File: src/rtl/hilo_mdu.sv
`default_nettype none
// ============================================================================
// hilo_mdu -- HI/LO multiply/divide unit (iterative shift-add multiply,
//             restoring divide). Define MDU_FAST_MUL_EN for a one-cycle multiply.
// Revision 1.0
// ============================================================================
module hilo_mdu #(
  parameter int WIDTH = 32
) (
  input  logic             clk,
  input  logic             rst,
  input  logic             start,
  input  logic [2:0]       op,
  input  logic [WIDTH-1:0] a,
  input  logic [WIDTH-1:0] b,
  input  logic             flush,
  input  logic             rd_sel,
  output logic             busy,
  output logic             done,
  output logic [WIDTH-1:0] rhl_out
);

  localparam int CW = $clog2(WIDTH + 1);

  localparam logic [2:0] OP_MULTU = 3'b000;
  localparam logic [2:0] OP_MULT  = 3'b001;
  localparam logic [2:0] OP_DIVU  = 3'b010;
  localparam logic [2:0] OP_DIV   = 3'b011;
  localparam logic [2:0] OP_MTHI  = 3'b100;
  localparam logic [2:0] OP_MTLO  = 3'b101;

  typedef enum logic [1:0] {
    S_IDLE = 2'd0,
    S_MUL  = 2'd1,
    S_DIV  = 2'd2,
    S_FIX  = 2'd3
  } state_t;

  state_t           state_q, state_d;
  logic [CW-1:0]    count_q, count_d;
  logic [WIDTH:0]   acc_q,   acc_d;    // partial product high half / partial remainder
  logic [WIDTH-1:0] work_q,  work_d;   // multiplier shifting out / dividend->quotient
  logic [WIDTH-1:0] opnd_q,  opnd_d;   // multiplicand magnitude / divisor magnitude
  logic             neg_q,   neg_d;    // product or quotient must be negated
  logic             rneg_q,  rneg_d;   // remainder must be negated
  logic             dz_q,    dz_d;
  logic             div_q,   div_d;
  logic [WIDTH-1:0] hi_q,    hi_d;
  logic [WIDTH-1:0] lo_q,    lo_d;
  logic             done_q,  done_d;

  logic               accept;
  logic               is_signed;
  logic               a_neg, b_neg;
  logic [WIDTH-1:0]   a_mag, b_mag;
  logic [WIDTH:0]     mul_sum;
  logic [WIDTH:0]     div_shift;
  logic [WIDTH:0]     div_trial;
  logic [2*WIDTH-1:0] prod_mag, prod_res;
  logic [WIDTH-1:0]   quo_res, rem_res;

  assign accept    = start && !flush && (state_q == S_IDLE);
  assign is_signed = (op == OP_MULT) || (op == OP_DIV);
  assign a_neg     = is_signed && a[WIDTH-1];
  assign b_neg     = is_signed && b[WIDTH-1];
  assign a_mag     = a_neg ? -a : a;
  assign b_mag     = b_neg ? -b : b;

  assign mul_sum   = work_q[0] ? (acc_q + {1'b0, opnd_q}) : acc_q;
  assign div_shift = {acc_q[WIDTH-1:0], work_q[WIDTH-1]};
  assign div_trial = div_shift - {1'b0, opnd_q};

  // Unsigned core results; signs are applied only once, in FIX.
  assign prod_mag  = {acc_q[WIDTH-1:0], work_q};
  assign prod_res  = neg_q ? -prod_mag : prod_mag;
  assign quo_res   = dz_q ? {WIDTH{1'b1}} : (neg_q ? -work_q : work_q);
  assign rem_res   = rneg_q ? -acc_q[WIDTH-1:0] : acc_q[WIDTH-1:0];

`ifdef MDU_FAST_MUL_EN
  logic [2*WIDTH-1:0] fast_mag, fast_res;
  assign fast_mag = {{WIDTH{1'b0}}, a_mag} * {{WIDTH{1'b0}}, b_mag};
  assign fast_res = (a_neg ^ b_neg) ? -fast_mag : fast_mag;
`endif

  always_comb begin
    state_d = state_q;
    count_d = count_q;
    acc_d   = acc_q;
    work_d  = work_q;
    opnd_d  = opnd_q;
    neg_d   = neg_q;
    rneg_d  = rneg_q;
    dz_d    = dz_q;
    div_d   = div_q;
    hi_d    = hi_q;
    lo_d    = lo_q;
    done_d  = 1'b0;

    case (state_q)
      S_IDLE: begin
        if (accept) begin
          case (op)
            OP_MULTU, OP_MULT: begin
`ifdef MDU_FAST_MUL_EN
              hi_d   = fast_res[2*WIDTH-1:WIDTH];
              lo_d   = fast_res[WIDTH-1:0];
              done_d = 1'b1;
`else
              state_d = S_MUL;
              count_d = CW'(WIDTH);
              acc_d   = '0;
              work_d  = b_mag;
              opnd_d  = a_mag;
              neg_d   = a_neg ^ b_neg;
              rneg_d  = 1'b0;
              dz_d    = 1'b0;
              div_d   = 1'b0;
`endif
            end
            OP_DIVU, OP_DIV: begin
              state_d = S_DIV;
              count_d = CW'(WIDTH);
              acc_d   = '0;
              work_d  = a_mag;
              opnd_d  = b_mag;
              neg_d   = a_neg ^ b_neg;
              rneg_d  = a_neg;
              dz_d    = (b == '0);
              div_d   = 1'b1;
            end
            OP_MTHI: hi_d = a;
            OP_MTLO: lo_d = a;
            default: ;
          endcase
        end
      end
      S_MUL: begin
        acc_d   = {1'b0, mul_sum[WIDTH:1]};
        work_d  = {mul_sum[0], work_q[WIDTH-1:1]};
        count_d = count_q - CW'(1);
        if (count_q == CW'(1)) state_d = S_FIX;
      end
      S_DIV: begin
        // A clear sign bit on the trial means the divisor fit: keep it, shift in a 1.
        if (!div_trial[WIDTH]) begin
          acc_d  = div_trial;
          work_d = {work_q[WIDTH-2:0], 1'b1};
        end else begin
          acc_d  = div_shift;
          work_d = {work_q[WIDTH-2:0], 1'b0};
        end
        count_d = count_q - CW'(1);
        if (count_q == CW'(1)) state_d = S_FIX;
      end
      S_FIX: begin
        state_d = S_IDLE;
        done_d  = 1'b1;
        if (div_q) begin
          hi_d = rem_res;
          lo_d = quo_res;
        end else begin
          hi_d = prod_res[2*WIDTH-1:WIDTH];
          lo_d = prod_res[WIDTH-1:0];
        end
      end
      default: state_d = S_IDLE;
    endcase

    // Cancel wins over everything: no write, no completion, back to idle.
    if (flush) begin
      state_d = S_IDLE;
      count_d = '0;
      hi_d    = hi_q;
      lo_d    = lo_q;
      done_d  = 1'b0;
    end
  end

  always_ff @(posedge clk) begin
    if (rst) begin
      state_q <= S_IDLE;
      count_q <= '0;
      acc_q   <= '0;
      work_q  <= '0;
      opnd_q  <= '0;
      neg_q   <= 1'b0;
      rneg_q  <= 1'b0;
      dz_q    <= 1'b0;
      div_q   <= 1'b0;
      hi_q    <= '0;
      lo_q    <= '0;
      done_q  <= 1'b0;
    end else begin
      state_q <= state_d;
      count_q <= count_d;
      acc_q   <= acc_d;
      work_q  <= work_d;
      opnd_q  <= opnd_d;
      neg_q   <= neg_d;
      rneg_q  <= rneg_d;
      dz_q    <= dz_d;
      div_q   <= div_d;
      hi_q    <= hi_d;
      lo_q    <= lo_d;
      done_q  <= done_d;
    end
  end

  assign busy    = (state_d != S_IDLE);
  assign done    = done_q;
  assign rhl_out = rd_sel ? hi_q : lo_q;

endmodule
`default_nettype wire
File: config.mk
export PLATFORM = sky130hd
export DESIGN_NAME = hilo_mdu
export DESIGN_NICKNAME = d
export VERILOG_FILES = /design/src/rtl/hilo_mdu.sv
export SDC_FILE = /design/constraint.sdc
export NUM_CORES = 1
export LEC_CHECK = 0
export BUFFER_PORTS_ARGS = -buffer_cell sky130_fd_sc_hd__buf_2
export CAP_MARGIN = 30
export CELL_PAD_IN_SITES_DETAIL_PLACEMENT = 1
export CELL_PAD_IN_SITES_GLOBAL_PLACEMENT = 1
export CORE_MARGIN = 8
export CORE_UTILIZATION = 50
export CTS_CLUSTER_SIZE = 8
export DETAILED_ROUTE_END_ITERATION = 8
export PLACE_DENSITY_LB_ADDON = 0.1
export SLEW_MARGIN = 5
export SYNTH_ARGS = -nofsm -noshare
export SYNTH_HDL_FRONTEND = slang
export SYNTH_SLANG_ARGS = --single-unit
File: constraint.sdc
create_clock -name clk -period 8.1 [get_ports clk]
set_input_delay 0.81 -clock clk [delete_from_list [all_inputs] [get_ports clk]]
set_output_delay 0.81 -clock clk [all_outputs]
set_load 0.005 [all_outputs]
==> impl_metrics.toml <==
[sta]
final.setup_skew_ns = 0.0124
timing.slew.headroom = 0.328
finalHoldViolCount = 0
timing.setup.tns_ns = 0
worstMarginPinSlew_ns = 1.00
final-max-slew-violation-count = 0
setup_viol = 0
tcrit_tclk_final = 0.741
rsz0062_at_grt = "no"
final_period_minus_worst_setup_slack_ns = 6.00
max_freq_ghz = 0.167

[cts]
number_of_cts_inserted_buffers = 17
cts_max_level = 4
tritoncts = "yes"
post_cts.repair.setup_buffers = 0
worstSkewPairLatency_ns = 0.46
clk_pin_slew_ns = 0.08
ctsRootBufferMaster = "clkbuf_16"
cts.path.max_buffers = 2
cts_resized = 0
numClockSinks = 174
cts-hold-fix-buffers = 0

[min_path]
hold-path-endpoint = "lo_q[0]"
min-delay-path-class = "flip-flop to flip-flop"
min-delay-start = "lo_q[0]"
worstHoldPathCells = 2

[detailed_routing]
routed_wirelength_mm = 68.7
drt-wirelength-per-cell_um = 27.9
dr_total_vias = 17270
detail_route.iter0.violations = 2331
antenna_violating_nets_post_route = 0
drc = 0
detailedRoute.firstPassIterationCount = 6
viasPerCell = 7.01

[setup_path]
cp_top_family = "compound AO/OA/AOI/OAI gates"
crit_required_ns = 8.45
worst_r2r_path_depth = 16
worstPathCellList = "ha_1 -> o21ai_0 -> a2111o_1 -> nor2_1 -> a2111oi_0 -> nor2_1 -> a311oi_1 -> o21ai_0 -> o21a_1 -> ha_1 -> nor2b_1 -> buf_4 -> a22oi_1 -> nor2_1 -> a221o_1 -> a211o_1"
setup.worst_path.class = "flip-flop to flip-flop"
sum_of_buffers_and_inverters_on_the_critical_path = 1
timing.critical_path.fanout_max = 23
timing.rr.start = "acc_q[5]"
crit_slowest_cell = "ha_1"
timing.critical_path.mode_cell = "nor2_1"
crit_path_end_kind = "flip-flop"
critical-path-max-stage-delay_ns = 0.90
flop_to_flop_setup_slack_ns = 2.10
cp.arrival_ns = 6.35
timing.critical_path.from_type = "flip-flop"
critical_path.reg2reg.endpoint = "acc_q[30]"

[placed_design]
port-buffer-count = 105
postPlaceCellArea_um2 = 16100
place_congestion = 1.03
post-dp-hpwl_mm = 52.4

[die]
initial_utilization = 0.507
floorplan.rows = 64
die_area_um2 = 36900
die_w_um = 192
design.core.area_um2 = 30600
io_pins = 106
chipHeight_um = 192

[finish]
num-nets-final = 2203
layout_common_cells = "213 x nor2_1, 197 x a21oi_1, 174 x dfxtp_1, 163 x nand2_1, 106 x o21ai_0"
areaGrowthSynthToFinish_pct = 8.05
final_core_utilization = 0.548
drive_above_1_share = 0.127
area.sequential_um2 = 3480
layout.cells.most_common = "nor2_1"
final_area_um2 = 16800
area_of_combinational_cells_with_multiple_inputs_um2 = 11200
fillerInstances = 3875

[run_status]
status = "completed"

[synth]
post_synth_mux_area_share = 0.0452
compound_gate_portion_of_the_synthesized_area = 0.314
most_used_flip_flop_cell_after_synthesis = "dfxtp_1"
ys_types = 95
synth_simple_gate_area_frac = 0.202
synth_cells = 2062
yosysSeqAreaShare = 0.224
async_reset_ff_frac = 0
synth_enable_flop_cells = 0
synthXorXnorAreaFrac = 0.0942
synth_adder_area_share = 0.0630
synth.top_cell.area_share = 0.224
synth_seq_cells = 174
ys_warn_count = 0
synth_area_um2 = 15500
avgSynthCellArea_um2 = 7.53
combinational_family_with_the_most_area_after_synthesis = "compound AO/OA/AOI/OAI gates"
synth_top_cell_by_area = "dfxtp_1"
synth.net_count = 2211
synth_area_leaders = "dfxtp_1 22%, a21oi_1 6.4%, ha_1 6.0%"

[grt]
first_global_vias = 16623
grt_start_max_net_pins = 66
antenna_violations_before_repair = 0
grt_first_pass_wirelength_mm = 103
overflow = 0
track_usage = 0.364

[power_and_ir_drop]
power-per-cell-area_nw_per_um2 = 143
report.power.total_uw = 2400
worst_ir_drop_vdd_mv = 0.153
static-leakage-power_uw = 0.00661

[run]
maxCapViolations = 0
==> worst register-to-register path: cells and delay by family, from the launching register on <==
kind / cells / cell delay (ns)
compound gates: 9 / 3.04
fa+ha+maj: 2 / 1.28
simple gates: 4 / 0.72
flops: 1 / 0.58
buf+inv: 1 / 0.29
==> metal layers <==
| layer | track usage | vias up | share of wire |
|---|---|---|---|
| met2 | 0.530 | 951 | 0.42 |
| met1 | 0.507 | 8493 | 0.44 |
| met5 | 0 | - | 0 |
| li1 | - | 7672 | - |
| met4 | 0.149 | 0 | 0.042 |
| met3 | 0.0861 | 154 | 0.10 |
==> final cells by class <==
cell class,instances,area share
Antenna cell,1,0.000149
Clock buffer,17,0.0254
Clock inverter,15,0.00865
Inverter,69,0.0154
Multi-Input combinational cell,1658,0.667
Sequential cell,174,0.208
Tap cell,396,0.0295
Timing Repair Buffer,134,0.0464
==> metrics by stage <==
| stage | std cells | hold WS [ns] | setup slack, ns |
|---|---|---|---|
| after CTS | 2459 | 0.455 | 2.37 |
| final | 2464 | 0.453 | 2.10 |
| after global routing | 2463 | 0.472 | 1.92 |
| after global placement | 2426 | 0.436 | 2.50 |
| after floorplan | 2062 | 0.428 | 4.07 |
| after detailed placement | 2427 | 0.445 | 2.39 |
==> sequential cells by signal, summed over array words and instances (netlist names), 2 cells and up <==
name / cells
work_q: 32
opnd_q: 32
acc_q: 33
count_q: 6
lo_q: 32
hi_q: 32
state_q: 2
==> synth_stat cells (39+ instances only) <==
| master | n |
|---|---|
| inv_1 | 69 |
| a211oi_1 | 48 |
| a21oi_1 | 198 |
| clkbuf_1 | 142 |
| o21ai_0 | 107 |
| nor3_1 | 49 |
| dfxtp_1 | 174 |
| xnor2_1 | 90 |
| ha_1 | 75 |
| nand3_1 | 39 |
| mux2_2 | 49 |
| xor2_1 | 75 |
| nor2_1 | 216 |
| nand2_1 | 163 |
==> cell families (layout without fill, tap and decap cells) <==
group / after synthesis / count (layout)
AO/OA/AOI/OAI: 710 / 710
XOR/XNOR: 166 / 166
adder cells (fa/ha/maj): 77 / 77
buffers and inverters: 230 / 235
flip-flops: 174 / 174
multiplexers: 64 / 64
other: 0 / 1
AND/OR/NAND/NOR: 641 / 641
==> worst max path at each step <==
stage / startpoint / endpoint / slack [ns] / cells after the start
after floorplan: acc_q[1] / acc_q[19] / 4.07 / 16
after global placement: acc_q[5] / acc_q[30] / 2.50 / 16
after detailed placement: acc_q[5] / acc_q[30] / 2.39 / 16
after CTS: acc_q[5] / acc_q[30] / 2.37 / 16
after global routing: acc_q[3] / acc_q[29] / 1.92 / 17
final: acc_q[5] / acc_q[30] / 2.10 / 16
==> power by group <==
group | switching [µW] | internal [µW] | leakage [µW]
registers | 45.5 | 881 | 0.00141
logic | 418 | 206 | 0.00492
clock network | 438 | 411 | 0.000277
Note: power is estimated with default switching activity, not from simulation.
